### src/rtl/recfn_pkg.sv
// Shared constants and helpers for the IEEE-to-recoded float converter.
package recfn_pkg;

  function automatic int clog2(input int value);
    int r = 0;
    while ((1 << r) < value) r++;
    return r;
  endfunction

  // Input classification carried from stage 1 to stage 2
  localparam logic [2:0] CLS_ZERO = 3'd0;
  localparam logic [2:0] CLS_SUB  = 3'd1;
  localparam logic [2:0] CLS_NORM = 3'd2;
  localparam logic [2:0] CLS_INF  = 3'd3;
  localparam logic [2:0] CLS_NAN  = 3'd4;

  // Top three bits of the recoded exponent for the special classes
  localparam logic [2:0] TOP_ZERO = 3'b000;
  localparam logic [2:0] TOP_INF  = 3'b110;
  localparam logic [2:0] TOP_NAN  = 3'b111;

  // Recoded exponent bias B = 2^(E-1) + 1
  function automatic int rec_bias(input int exp_width);
    return (1 << (exp_width - 1)) + 1;
  endfunction

endpackage

### src/rtl/recfn_count_lz.sv
// Combinational leading-zero counter; an all-zero input reports WIDTH.
module recfn_count_lz
  import recfn_pkg::*;
#(
  parameter  int WIDTH = 23,
  localparam int LZ_W  = clog2(WIDTH) + 1
) (
  input  logic [WIDTH-1:0] fract_i,
  output logic [LZ_W-1:0]  lz_o
);

  // NOTE: the output gets a default before the loop so no latch is inferred.
  always_comb begin
    lz_o = LZ_W'(WIDTH);
    // Ascending scan: the last hit is the most significant set bit
    for (int i = 0; i < WIDTH; i++) begin
      if (fract_i[i]) lz_o = LZ_W'(WIDTH - 1 - i);
    end
  end

endmodule

### src/rtl/float_to_recoded_float_pipe.sv
// Two-stage ready/valid converter from IEEE binary to the hardfloat recoded format.
// Define CANONICAL_NAN_EN to replace every NaN with the canonical quiet NaN.
module float_to_recoded_float_pipe
  import recfn_pkg::*;
#(
  parameter int EXP_WIDTH = 8,
  parameter int SIG_WIDTH = 24
) (
  input  logic                         clock,
  input  logic                         reset_n,
  input  logic                         in_valid,
  output logic                         in_ready,
  input  logic [EXP_WIDTH+SIG_WIDTH-1:0] in_bits,
  output logic                         out_valid,
  input  logic                         out_ready,
  output logic [EXP_WIDTH+SIG_WIDTH:0] out_bits,
  output logic                         out_is_snan
);

  localparam int              F    = SIG_WIDTH - 1;
  localparam int              LZ_W = clog2(F) + 1;
  localparam int              RW   = EXP_WIDTH + 1;
  localparam logic [RW-1:0]   BIAS = RW'(rec_bias(EXP_WIDTH));

  logic                 in_sign;
  logic [EXP_WIDTH-1:0] in_exp;
  logic [F-1:0]         in_fract;
  logic [LZ_W-1:0]      in_lz;
  logic [2:0]           cls_d;

  logic                 s1_valid_q, s1_sign_q;
  logic [EXP_WIDTH-1:0] s1_exp_q;
  logic [F-1:0]         s1_fract_q;
  logic [LZ_W-1:0]      s1_lz_q;
  logic [2:0]           s1_cls_q;

  logic                 out_valid_q, out_is_snan_q, out_is_snan_d;
  logic [RW+F:0]        out_bits_q, out_bits_d;
  logic                 en1, en2;

  assign {in_sign, in_exp, in_fract} = in_bits;

  // Stalls only when the stage downstream is full and not draining
  assign en2      = ~out_valid_q | out_ready;
  assign en1      = ~s1_valid_q | en2;
  assign in_ready = en1;

  recfn_count_lz #(.WIDTH(F)) u_count_lz (
    .fract_i (in_fract),
    .lz_o    (in_lz)
  );

  always_comb begin
    cls_d = CLS_NORM;
    if (in_exp == '0)      cls_d = (in_fract == '0) ? CLS_ZERO : CLS_SUB;
    else if (&in_exp)      cls_d = (in_fract == '0) ? CLS_INF  : CLS_NAN;
  end

  // NOTE: sequential state uses non-blocking assignments so every register samples pre-edge values.
  always_ff @(posedge clock or negedge reset_n) begin
    if (!reset_n) begin
      s1_valid_q <= 1'b0;
      s1_sign_q  <= 1'b0;
      s1_exp_q   <= '0;
      s1_fract_q <= '0;
      s1_lz_q    <= '0;
      s1_cls_q   <= CLS_ZERO;
    end else if (en1) begin
      s1_valid_q <= in_valid;
      if (in_valid) begin
        s1_sign_q  <= in_sign;
        s1_exp_q   <= in_exp;
        s1_fract_q <= in_fract;
        s1_lz_q    <= in_lz;
        s1_cls_q   <= cls_d;
      end
    end
  end

  // Stage 2: normalise subnormals and rebias the exponent modulo 2^(E+1)
  logic            sign_d;
  logic [RW-1:0]   rexp_d;
  logic [F-1:0]    rfract_d;
  logic [F-1:0]    sub_fract;

  // Shifting by lz+1 also drops the leading one, which becomes the hidden bit
  assign sub_fract = s1_fract_q << (s1_lz_q + LZ_W'(1));

  always_comb begin
    sign_d   = s1_sign_q;
    rexp_d   = RW'(s1_exp_q) + BIAS;
    rfract_d = s1_fract_q;
    case (s1_cls_q)
      CLS_ZERO: begin
        rexp_d   = {TOP_ZERO, {(RW-3){1'b0}}};
        rfract_d = '0;
      end
      CLS_SUB: begin
        rexp_d   = BIAS - RW'(s1_lz_q);
        rfract_d = sub_fract;
      end
      CLS_INF: rexp_d = {TOP_INF, {(RW-3){1'b0}}};
      CLS_NAN: begin
        rexp_d = {TOP_NAN, {(RW-3){1'b0}}};
`ifdef CANONICAL_NAN_EN
        sign_d   = 1'b0;
        rfract_d = {1'b1, {(F-1){1'b0}}};
`endif
      end
      default: ;
    endcase
    out_bits_d    = {sign_d, rexp_d, rfract_d};
    out_is_snan_d = (s1_cls_q == CLS_NAN) & ~s1_fract_q[F-1];
  end

  always_ff @(posedge clock or negedge reset_n) begin
    if (!reset_n) begin
      out_valid_q   <= 1'b0;
      out_bits_q    <= '0;
      out_is_snan_q <= 1'b0;
    end else if (en2) begin
      out_valid_q <= s1_valid_q;
      if (s1_valid_q) begin
        out_bits_q    <= out_bits_d;
        out_is_snan_q <= out_is_snan_d;
      end
    end
  end

  assign out_valid   = out_valid_q;
  assign out_bits    = out_bits_q;
  assign out_is_snan = out_is_snan_q;

endmodule

### config.mk
export PLATFORM = sky130hd
export DESIGN_NAME = float_to_recoded_float_pipe
export DESIGN_NICKNAME = d
export VERILOG_FILES = /design/src/rtl/recfn_pkg.sv /design/src/rtl/recfn_count_lz.sv /design/src/rtl/float_to_recoded_float_pipe.sv
export SDC_FILE = /design/constraint.sdc
export NUM_CORES = 1
export LEC_CHECK = 0
export ABC_AREA = 1
export CORE_MARGIN = 3
export CORE_UTILIZATION = 25
export DETAILED_ROUTE_END_ITERATION = 8
export SLEW_MARGIN = 30
export SYNTH_ARGS = -nofsm -noshare
export SYNTH_HDL_FRONTEND = slang
export SYNTH_SLANG_ARGS = --single-unit
### constraint.sdc
create_clock -name clock -period 1.8 [get_ports clock]
set_clock_uncertainty 0.15 [all_clocks]
set_input_delay 0.36 -clock clock [delete_from_list [all_inputs] [get_ports clock]]
set_output_delay 0.36 -clock clock [all_outputs]
set_load 0.01 [all_outputs]
# Word level (Yosys, flattened, before mapping)
# Index checks and enable logic that the tools add are counted.
# totals
register_bits	77
input_bits	36
output_inout_bits	36
word_cells	57
# op_classes
addsub	3
eq_ne	3
n_shift	1
n_mux	29
bitwise	6
reduce_logical	6
# op_table
operator	n
$mux 5	16
$pmux 23 s2	1
$pmux 9 s4	1
$logic_not 23->1	1
$shl 23x6->23	1
$mux 3	7
$add 8x8->9 const B	1
$sub 8x6->9 const A	1
$logic_not 8->1	1
$reduce_and 8->1	1
$add 6x1->6 const B	1
$mux 2	2
$reduce_and 2->1	2
$eq 3x1->1 const B	1
$eq 3x2->1 const B	1
$eq 3x3->1 const B	1
$logic_not 3->1	1
$not 1->1	3
$mux 1	2
$or 1x1->1	2
$and 1x1->1	1

# Logic depth before layout (Yosys ltp)
# Gate-level depths: netlist of run 1.
# logic_depth
depth_word	23
depth_mapped	24
depth_no_buf	24

# Cells and area by module
# A second synthesis of run 1 with hierarchy kept.
# hier_totals
hier_cells	746
area_unflattened_um2	5086.1
# modules_own_cells
module	n_inst	cells_each	area_each_um2	seq_area_each_um2
float_to_recoded_float_pipe	1	677	4752.1	1926.8
recfn_count_lz	1	69	334.1	0.0

# Worst setup path before layout of run 1
# OpenSTA, ideal clock, no wires.
# synth_timing
path_type	register -> register
from	register s1_lz_q[0]
to	register out_bits_q[20], in the netlist out_bits[20]
setup_ns	0.127
arrival_ns	1.722
required_time_ns	1.523
setup_slack_ns	-0.198
stages_incl_launch_ff	11
n_path_buf	1
synth_period_minus_slack_ns	1.998
cell_sequence	dfrtp_1 > ha_1 > inv_1 > clkbuf_1 > nand2_1 > o21ai_1 > nand2_1 > o21ai_1 > nor2_1 > o211ai_1 > a21oi_1
# synth_via
elab_chain_len	3
# synth_rtl
element	line_no	source
from (decl)	float_to_recoded_float_pipe.sv:34	logic [LZ_W-1:0] s1_lz_q;
from (signal assigned)	float_to_recoded_float_pipe.sv:74	s1_lz_q <= in_lz;
$add 6x1->6	float_to_recoded_float_pipe.sv:87	assign sub_fract = s1_fract_q << (s1_lz_q + LZ_W'(1));
$shl 23x6->23	float_to_recoded_float_pipe.sv:87	
$pmux 23 s2	float_to_recoded_float_pipe.sv:93	case (s1_cls_q)
to (signal assigned)	float_to_recoded_float_pipe.sv:124	out_bits_q <= out_bits_d;
to (decl)	float_to_recoded_float_pipe.sv:38	logic [RW+F:0] out_bits_q, out_bits_d;
# Every way passes these cells.
# A chain may end at the register's enable or synchronous reset.

# Worst setup path in the final report of run 1
# layout_timing
from	register s1_lz_q[0]
to	register out_bits_q[22], in the netlist out_bits[22]
# Same word-level chain as after synthesis.

==> flow_summary.yaml, run 1 <==
grt:
  grt_max_degree: 32
  antenna_found_initial: 0
  grt_pass1_vias: 4717
  gr-total-overflow: 0
  grt_usage_pct: 15.2
  grt_first_pass_wirelength_um: 24400
flow_run:
  maxCapViolCount: 0
clock_tree:
  path_clk_slew_ns: 0.06
  clock-sinks: 76
  cts_max_path_buffers: 2
  clk-insertion-delay-late_ns: 0.34
  numCtsBuffers: 9
  cts_tree: "done"
  h-tree-depth: 3
  cts_root_buf: "clkbuf_16"
worst_setup_path:
  worstRegToRegCells: 10
  arrival_ns: 2.12
  r2r-end: "out_bits[22]$_DFFE_PN0P_"
  worstPathRequired_ns: 1.88
  slowest_stage: "dfrtp_2"
  critPathKind: "flop to flop"
  cp_max_fo: 18
  reg2reg_slack_ns: -0.24
  crit_top_cell: "o21ai_1"
  cp-start-kind: "flop"
  r2r_start: "s1_lz_q[0]$_DFFE_PN0P_"
  max_stage_delay_ns: 0.45
  cp-end-kind: "flop"
  path_cells: "ha_4 > buf_12 > or2_0 > o21ai_1 > nand2_1 > nand2_2 > nor2_4 > o21ai_1 > a31oi_1 > o22a_1"
outcome:
  failed_checks: "negative setup slack"
  outcome: "complete, but fails checks"
layout:
  antenna_cells: 0
  layout_commonest_cell: "nand2_1"
  fillers: 1908
  fin_area_um2: 6880
  nNetsFinal: 856
  drive_gt1_share_pct: 22.0
  final_cells: 1050
  final_cell_mix: "nand2_1, buf_4, dfrtp_1"
  syn_to_final_growth_pct: 49.2
sta:
  grt_setup_unrepaired: "true"
  period_needed_ns: 2.04
  setup_viol: 23
  fin_tns_setup_ns: -3.01
  period_share_pct: 113
  hold_viol: 0
  tightest_slew_ns: 0.377
  worst_slack_ns: -0.238
  relSlewSlack_pct: 74.6
  timing.fmax_mhz: 491
  drv_slew: 0
  whs_ns: 0.238
synthesis:
  synth_seq_cells: 76
  synth_edf_count: 0
  yosys_warnings: 0
  synth_top_area_share_pct: 41.2
  yosysTopAreaCell: "dfrtp_1"
  synth_nets: 703
  syn_area_um2: 4610
  synth_area_leaders: "dfrtp_1, nand2_1, a21oi_1, nor2_1, inv_1"
  synth_flop_cell: "dfrtp_1"
  synthCells: 663
  avgSynthCellArea_um2: 6.96
  synth_seq_area_share_pct: 41.2
  synth_cell_types: 41
  synthArstFlopShare_pct: 100
pwr:
  power.density_nw_per_um2: 1080
  switching_share_pct: 35.9
  pwr-share-seq_pct: 32.3
  p_clk_share_pct: 25.0
  peakVddDrop_uv: 587
  p_switching_mw: 2.66
  p_leak_nw: 3.28
  comb_power_share_pct: 42.8
  intPower_mw: 4.76
place:
  dpl.cell_count: 1027
  place.gp.congestion: 0.913
  placed_area_um2: 6280
  io_buffers: 71
  hpwlAfterDp_um: 11800
hold_path:
  hold_start: "in_bits[0]"
  hold_end: "s1_fract_q[0]$_DFFE_PN0P_"
  holdPathStages: 4
  hp-class: "primary input to flop"
detailed_routing:
  drc_errors: 0
  ant_nets: 0
  wl_um: 15200
  wl_per_cell_um: 14.5
  dr.pass1.iters: 5
  drt-initial-drc-count: 371
  via_count: 4873
  avgViaCountPerCell: 4.64
floorplanning:
  die_y_um: 142
  fp.dieW_um: 142
  core_um2: 18000
  start_util_pct: 25.6
  die_area_um2: 20100
  io_pins: 72
  rows: 49
-- repair_timing --
| action | in CTS | in global routing |
|---|---|---|
| hold buffers | 1 | 0 |
| gates cloned | 0 | 0 |
| endpoints found under the setup margin | 29 | 32 |
| endpoints found under the hold margin | 22 | 0 |
| resized for setup | 58 | 36 |
| buffers inserted | 5 | 1 |
| pin swaps | 23 | 14 |
-- power groups by stage --
| stage | sequential [mW] | combinational, mW | clock [mW] |
|---|---|---|---|
| after global routing | 2.44 | 3.49 | 1.97 |
| after global placement | 2.42 | 2.95 | 0 |
| after floorplan | 2.48 | 1.33 | 0 |
| final | 2.39 | 3.17 | 1.85 |
| after detailed placement | 2.42 | 2.97 | 0 |
| after CTS | 2.40 | 3.14 | 1.90 |
-- critical path, delay by kind of cell (launching register included) --
kind            cells  cell delay, ns
buf+inv             1            0.15
compound gates      4            0.43
fa+ha+maj           1            0.28
flops               1            0.45
simple gates        4            0.45
-- cell families (layout without fill, tap and decap cells) --
family | Yosys count | after routing | synth area share (%)
adders and majority gates | 4 | 4 | 1.08
xor gates and xnor gates | 3 | 3 | 0.732
buffers and inverters | 95 | 253 | 8.87
muxes | 1 | 1 | 0.217
and+or+nand+nor | 318 | 318 | 28.1
DFF | 76 | 76 | 41.2
AOI/OAI and AO/OA | 166 | 166 | 19.7
-- metrics by stage --
step / utilization (%) / total power [mW] / worst slack [ns]
4_1_cts: 37.7 / 7.44 / -0.214
3_5_place_dp: 34.9 / 5.39 / -0.460
2_1_floorplan: - / 3.81 / -0.00669
5_1_grt: 38.2 / 7.91 / -0.315
3_3_place_gp: 34.9 / 5.36 / -0.457
6_report: 38.2 / 7.42 / -0.238
-- how the worst max path moves through the flow --
stage,startpoint,endpoint,slack [ns],cells past startpoint
2_1_floorplan,s1_lz_q[0]$_DFFE_PN0P_,out_bits[20]$_DFFE_PN0P_,-0.007,9
3_3_place_gp,in_bits[0],s1_lz_q[0]$_DFFE_PN0P_,-0.46,24
3_5_place_dp,in_bits[0],s1_lz_q[0]$_DFFE_PN0P_,-0.46,24
4_1_cts,s1_lz_q[0]$_DFFE_PN0P_,out_bits[21]$_DFFE_PN0P_,-0.21,10
5_1_grt,s1_lz_q[0]$_DFFE_PN0P_,out_bits[22]$_DFFE_PN0P_,-0.32,10
6_report,s1_lz_q[0]$_DFFE_PN0P_,out_bits[22]$_DFFE_PN0P_,-0.24,10
-- cell usage after synthesis (2+ instances only) --
cell / count
o311ai_1: 2
a22oi_1: 2
clkbuf_1: 18
o21ai_0: 40
buf_6: 4
o21ai_1: 34
ha_1: 4
a21oi_1: 59
nor2_4: 2
xor2_1: 2
o22ai_1: 3
dfrtp_1: 76
nor2_2: 2
buf_4: 4
nand4_1: 5
nor4_1: 3
buf_2: 6
inv_2: 6
nand3_1: 37
nor2_1: 67
a31oi_1: 8
inv_1: 56
o211ai_1: 9
nand2_1: 197
-- sequential cells by signal, summed over array words and instances, names as in the netlist --
| signal | cells |
|---|---|
| s1_lz_q | 5 |
| out_valid | 1 |
| s1_valid_q | 1 |
| s1_fract_q | 23 |
| out_is_snan | 1 |
| s1_cls_q | 3 |
| s1_exp_q | 8 |
| s1_sign_q | 1 |
| out_bits | 33 |
-- final cells by class --
class,instances,area (µm²),share of cell area [%]
clock buffer,10,239,3.47
multi-input combinational,492,2500,36.3
timing repair buffer,174,1640,23.8
tap,229,287,4.16
sequential,76,1900,27.6
inverter,63,249,3.62
clock inverter,6,63.8,0.927
-- routing by layer --
metal  part of all wire, %  global-route usage [%]  vias up  wire [µm]
met5                     0                       0        -          0
met4                   1.2                    3.13        0        188
met3                   5.1                    3.81       15        777
met2                    47                    25.2      112       7200
met1                    46                    20.3     2257       7040
li1                      -                       -     2489          -
Power figures use the tool's default switching activity.
==> run 2, diff against run 1 <==
- ABC_CLOCK_PERIOD_IN_PS: unset -> 1800
- CORE_MARGIN: 3 -> 5
==> flow_summary.yaml, run 2 (synthesis gave the netlist of run 1 again) <==
outcome:
  outcome: "complete, but fails checks"
  failed_checks: "negative setup slack"
sta:
  drv_slew: 0
  worst_slack_ns: -0.199
  tightest_slew_ns: 0.413
  period_share_pct: 111
  timing.fmax_mhz: 500
  relSlewSlack_pct: 72.2
  grt_setup_unrepaired: "true"
  setup_viol: 23
  period_needed_ns: 2.00
  hold_viol: 0
  whs_ns: 0.179
pwr:
  power.density_nw_per_um2: 1050
  p_leak_nw: 3.55
  peakVddDrop_uv: 477
hold_path:
  hp-class: "primary input to flop"
floorplanning:
  rows: 49
  fp.dieW_um: 146
  die_area_um2: 21300
  core_um2: 18100
  io_pins: 72
  die_y_um: 146
  start_util_pct: 25.5
worst_setup_path:
  arrival_ns: 2.14
  worstPathRequired_ns: 1.94
  path_cells: "ha_4 > buf_8 > nor2_2 > o21ai_2 > nor2_2 > o21ai_1 > a31o_1 > a21oi_2"
  cp_max_fo: 7
  cp-start-kind: "flop"
  slowest_stage: "dfrtp_2"
  critPathTopFamily: "compound AO/OA/AOI/OAI gates"
  reg2reg_slack_ns: -0.20
  cp-end-kind: "flop"
  critPathKind: "flop to flop"
  critPathBufInv: 1
  max_stage_delay_ns: 0.44
  crit_top_cell: "nor2_2"
layout:
  nNetsFinal: 880
  regArea_um2: 1910
  multi_input_area_um2: 2790
  final_cell_mix: "nand2_1, buf_4, dfrtp_1"
  syn_to_final_growth_pct: 59.9
  largest_reg_flops: 33
  fillers: 1801
  layout_commonest_cell: "nand2_1"
  antenna_cells: 0
  drive_gt1_share_pct: 31.0
clock_tree:
  cts_root_buf: "clkbuf_16"
  cts_max_path_buffers: 2
  cts_tree: "done"
  path_clk_slew_ns: 0.07
  h-tree-depth: 3
  clk-insertion-delay-late_ns: 0.35
  clock-sinks: 76
  numCtsBuffers: 9
detailed_routing:
  wl_um: 15900
  avgViaCountPerCell: 4.66
  wl_met2_um: 7980
  via_count: 5005
  drt-initial-drc-count: 274
  wl_met1_um: 6920
  ant_nets: 0
  route.met3.wl_um: 705
  dr.pass1.iters: 5
  drc_errors: 0
  top_layer_used: "met4"
  wl_per_cell_um: 14.8
flow_run:
  maxCapViolCount: 0
grt:
  antenna_found_initial: 0
  gr-total-overflow: 0
  grt_first_pass_wirelength_um: 24600
  grt_max_degree: 43
  grt_pass1_vias: 4801
  grt_usage_pct: 14.4
place:
  hpwlAfterDp_um: 11800
  place.gp.congestion: 0.893
  place_ws_ns: -0.462
  io_buffers: 71
[run 2: cell count changes in the layout (fill, tap and decap cells not counted), sizes merged]
| cell | previous run | this run |
|---|---|---|
| clkdlybuf4s15 | 1 | 2 |
| dlygate4sd2 | 7 | 4 |
| inv | 62 | 66 |
| clkdlybuf4s50 | 50 | 38 |
| clkbuf | 12 | 13 |
| clkinvlp | 2 | 1 |
| clkinv | 4 | 3 |
| bufinv | 1 | 0 |
| dlymetal6s2s | 10 | 23 |
| buf | 103 | 126 |
[run 2: what timing repair did]
| action | CTS | global route |
|---|---|---|
| setup endpoints to repair | 28 | 47 |
| gates resized for setup | 78 | 112 |
| setup buffers | 13 | 10 |
| hold buffers | 1 | 0 |
| cloned | 1 | 2 |
| pin swaps | 31 | 52 |
| hold endpoints to repair | 15 | 0 |
[run 2: through the flow]
stage	instance area (µm²)	utilization [%]	TNS (ns)	instances	total power, mW
5_1_grt	7380	40.8	-4.72	1074	8.27
3_3_place_gp	6290	34.8	-8.03	1033	5.39
2_1_floorplan	4650	-	-0.00919	663	3.81
4_1_cts	6920	38.3	-2.43	1063	7.51
6_report	7380	40.8	-2.91	1074	7.78
3_5_place_dp	6290	34.8	-7.79	1033	5.41
[run 2: area by class of cell]
class,instances,share of cell area [%]
multi-input cells,492,37.8
flip-flops and latches,76,25.8
repair buffers,198,24.9
well taps,229,3.88
inverters,63,3.61
clock buffers,9,3.05
clock inverters,7,0.882
[run 2: path summary, 6_finish.rpt]
check | start | to | depth (start not counted)
max | s1_lz_q[0]$_DFFE_PN0P_ | out_bits[21]$_DFFE_PN0P_ | 8
min | in_bits[0] | s1_fract_q[0]$_DFFE_PN0P_ | 4
max reg2reg | s1_lz_q[0]$_DFFE_PN0P_ | out_bits[21]$_DFFE_PN0P_ | 8
min reg2reg | out_is_snan$_DFFE_PN0P_ | out_is_snan$_DFFE_PN0P_ | 2
max in group asynchronous | reset_n | s1_exp_q[3]$_DFFE_PN0P_ | 3
min in group asynchronous | reset_n | out_bits[24]$_DFFE_PN0P_ | 2
[run 2: power by group]
group	leakage (nW)	internal, mW	switching [mW]
clock	0.141	0.971	0.847
sequential	0.915	2.10	0.274
combinational	2.49	1.75	1.84
total	3.55	4.81	2.96
[run 2: worst reg2reg max path: stages, from the launching register on]
cell     delay [ns]
dfrtp_2        0.44
ha_4           0.30
buf_8          0.16
nor2_2         0.18
o21ai_2        0.09
nor2_2         0.17
o21ai_1        0.10
a31o_1         0.22
a21oi_2        0.13
[run 2: layer usage]
| metal | global-route usage, % | up-vias |
|---|---|---|
| li1 | - | 2548 |
| met1 | 18.1 | 2313 |
| met2 | 24.8 | 122 |
| met3 | 3.61 | 22 |
| met4 | 3.66 | 0 |
| met5 | 0 | - |
==> run 3, diff against run 2 <==
- CORE_ASPECT_RATIO: unset -> 0.8
==> flow_summary.yaml, run 3 (synthesis gave the netlist of run 1 again) <==
detailed_routing:
  ant_nets: 0
  route.met3.wl_um: 1110
  wl_per_cell_um: 14.5
  wl_met2_um: 6050
  dr.pass1.iters: 4
  drt-initial-drc-count: 470
  wl_um: 15300
  top_layer_used: "met4"
  via_count: 4931
  avgViaCountPerCell: 4.66
  wl_met1_um: 7930
  drc_errors: 0
layout:
  nNetsFinal: 864
  fin_area_um2: 7070
  drive_gt1_share_pct: 26.3
  syn_to_final_growth_pct: 53.3
  largest_reg_flops: 33
  layout_commonest_cell: "nand2_1"
  antenna_cells: 0
  fin_util_pct: 38.9
  final_cell_mix: "nand2_1, buf_4, dfrtp_1"
place:
  place_ws_ns: -0.419
  placed_area_um2: 6290
  io_buffers: 71
  hpwlAfterDp_um: 11800
  place.gp.congestion: 0.891
worst_setup_path:
  worstPathRequired_ns: 1.87
  path_cells: "ha_4 > inv_4 > buf_6 > buf_12 > nand2_2 > o21ai_1 > o21ai_1 > nand3_1 > o211ai_1 > a21oi_1"
  arrival_ns: 2.05
  max_stage_delay_ns: 0.45
  crit_top_cell: "o21ai_1"
  slowest_stage: "dfrtp_2"
  critPathKind: "flop to flop"
  cp-end-kind: "flop"
  cp-start-kind: "flop"
  cp_max_fo: 8
floorplanning:
  die_area_um2: 21300
  fp.dieW_um: 162
  start_util_pct: 25.4
  rows: 44
  io_pins: 72
  die_y_um: 132
  core_um2: 18200
clock_tree:
  clock-sinks: 76
  cts_root_buf: "clkbuf_16"
  path_clk_slew_ns: 0.06
  numCtsBuffers: 9
  cts_tree: "done"
  cts_max_path_buffers: 2
  clk-insertion-delay-late_ns: 0.34
  h-tree-depth: 3
sta:
  worst_slack_ns: -0.183
  setup_viol: 21
  tightest_slew_ns: 0.409
  drv_slew: 0
  relSlewSlack_pct: 72.4
  period_needed_ns: 1.98
  timing.fmax_mhz: 504
  period_share_pct: 110
  grt_setup_unrepaired: "true"
  hold_viol: 0
grt:
  gr-total-overflow: 0
  grt_max_degree: 77
  antenna_found_initial: 0
  grt_first_pass_wirelength_um: 24600
  grt_usage_pct: 14.3
  grt_pass1_vias: 4663
pwr:
  peakVddDrop_uv: 355
  power.density_nw_per_um2: 1080
  p_leak_nw: 3.32
  total_power_mw: 7.61
outcome:
  failed_checks: "negative setup slack"
  outcome: "complete, but fails checks"
hold_path:
  hp-class: "primary input to flop"
flow_run:
  maxCapViolCount: 0
[run 3: cell types whose count changed in the layout (fill, tap and decap cells not counted), sizes merged, moves of 2 or more]
cell           change
clkdlybuf4s50     +17
buf               -15
dlymetal6s2s      -14
inv                -5
clkbuf             +3
dlygate4sd2        -2
[run 3: power breakdown]
group	internal, mW	total, mW	leakage [nW]	switching [mW]
registers	2.10	2.41	0.916	0.316
clock network	1.10	1.78	0.140	0.674
logic	1.68	3.42	2.26	1.74
[run 3: metrics by stage]
stage	instances	hold slack [ns]	TNS, ns
floorplan	663	-0.0856	-0.00919
global placement	1028	0.262	-9.20
detailed placement	1028	0.264	-8.75
CTS	1053	0.321	-2.22
global route	1058	0.166	-4.30
finish	1058	0.158	-2.39
[run 3: worst max-delay path, delay by kind of cell (launching register included)]
family          cells  cell delay, ns
simple gates        2            0.15
compound gates      4            0.43
flops               1            0.45
buf+inv             3            0.32
fa+ha+maj           1            0.35
[run 3: final cells by class]
cell class,instances,area (µm²)
Sequential cell,76,1900
Inverter,63,262
Timing Repair Buffer,182,1690
Clock buffer,13,250
Fill cell,1872,11100
Clock inverter,2,35.0
Tap cell,230,288
Multi-Input combinational cell,492,2650
[run 3: layer usage]
metal | up-vias | GRT usage, %
met3 | 14 | 2.91
li1 | 2518 | -
met5 | - | 0
met1 | 2259 | 22.9
met2 | 140 | 18.9
met4 | 0 | 4.42
[run 3: repair_timing]
action	CTS	global route
resized for setup	69	62
pin swaps	27	21
hold endpoints to repair	76	0
endpoints found under the setup margin	27	33
hold buffers	1	0
cloned	0	1
buffers inserted	9	4
[run 3: path summary, 6_finish.rpt]
| check | slack (ns) | end | depth (start not counted) | from |
|---|---|---|---|---|
| setup / recovery | -0.18 | out_bits[19]$_DFFE_PN0P_ | 10 | s1_lz_q[0]$_DFFE_PN0P_ |
| hold / removal | 0.16 | s1_fract_q[1]$_DFFE_PN0P_ | 3 | in_bits[1] |
| setup reg to reg | -0.18 | out_bits[19]$_DFFE_PN0P_ | 10 | s1_lz_q[0]$_DFFE_PN0P_ |
| hold reg to reg | 0.34 | out_is_snan$_DFFE_PN0P_ | 2 | out_is_snan$_DFFE_PN0P_ |
| max in group asynchronous | 0.74 | out_bits[6]$_DFFE_PN0P_ | 3 | reset_n |
| min in group asynchronous | 0.41 | s1_exp_q[2]$_DFFE_PN0P_ | 3 | reset_n |
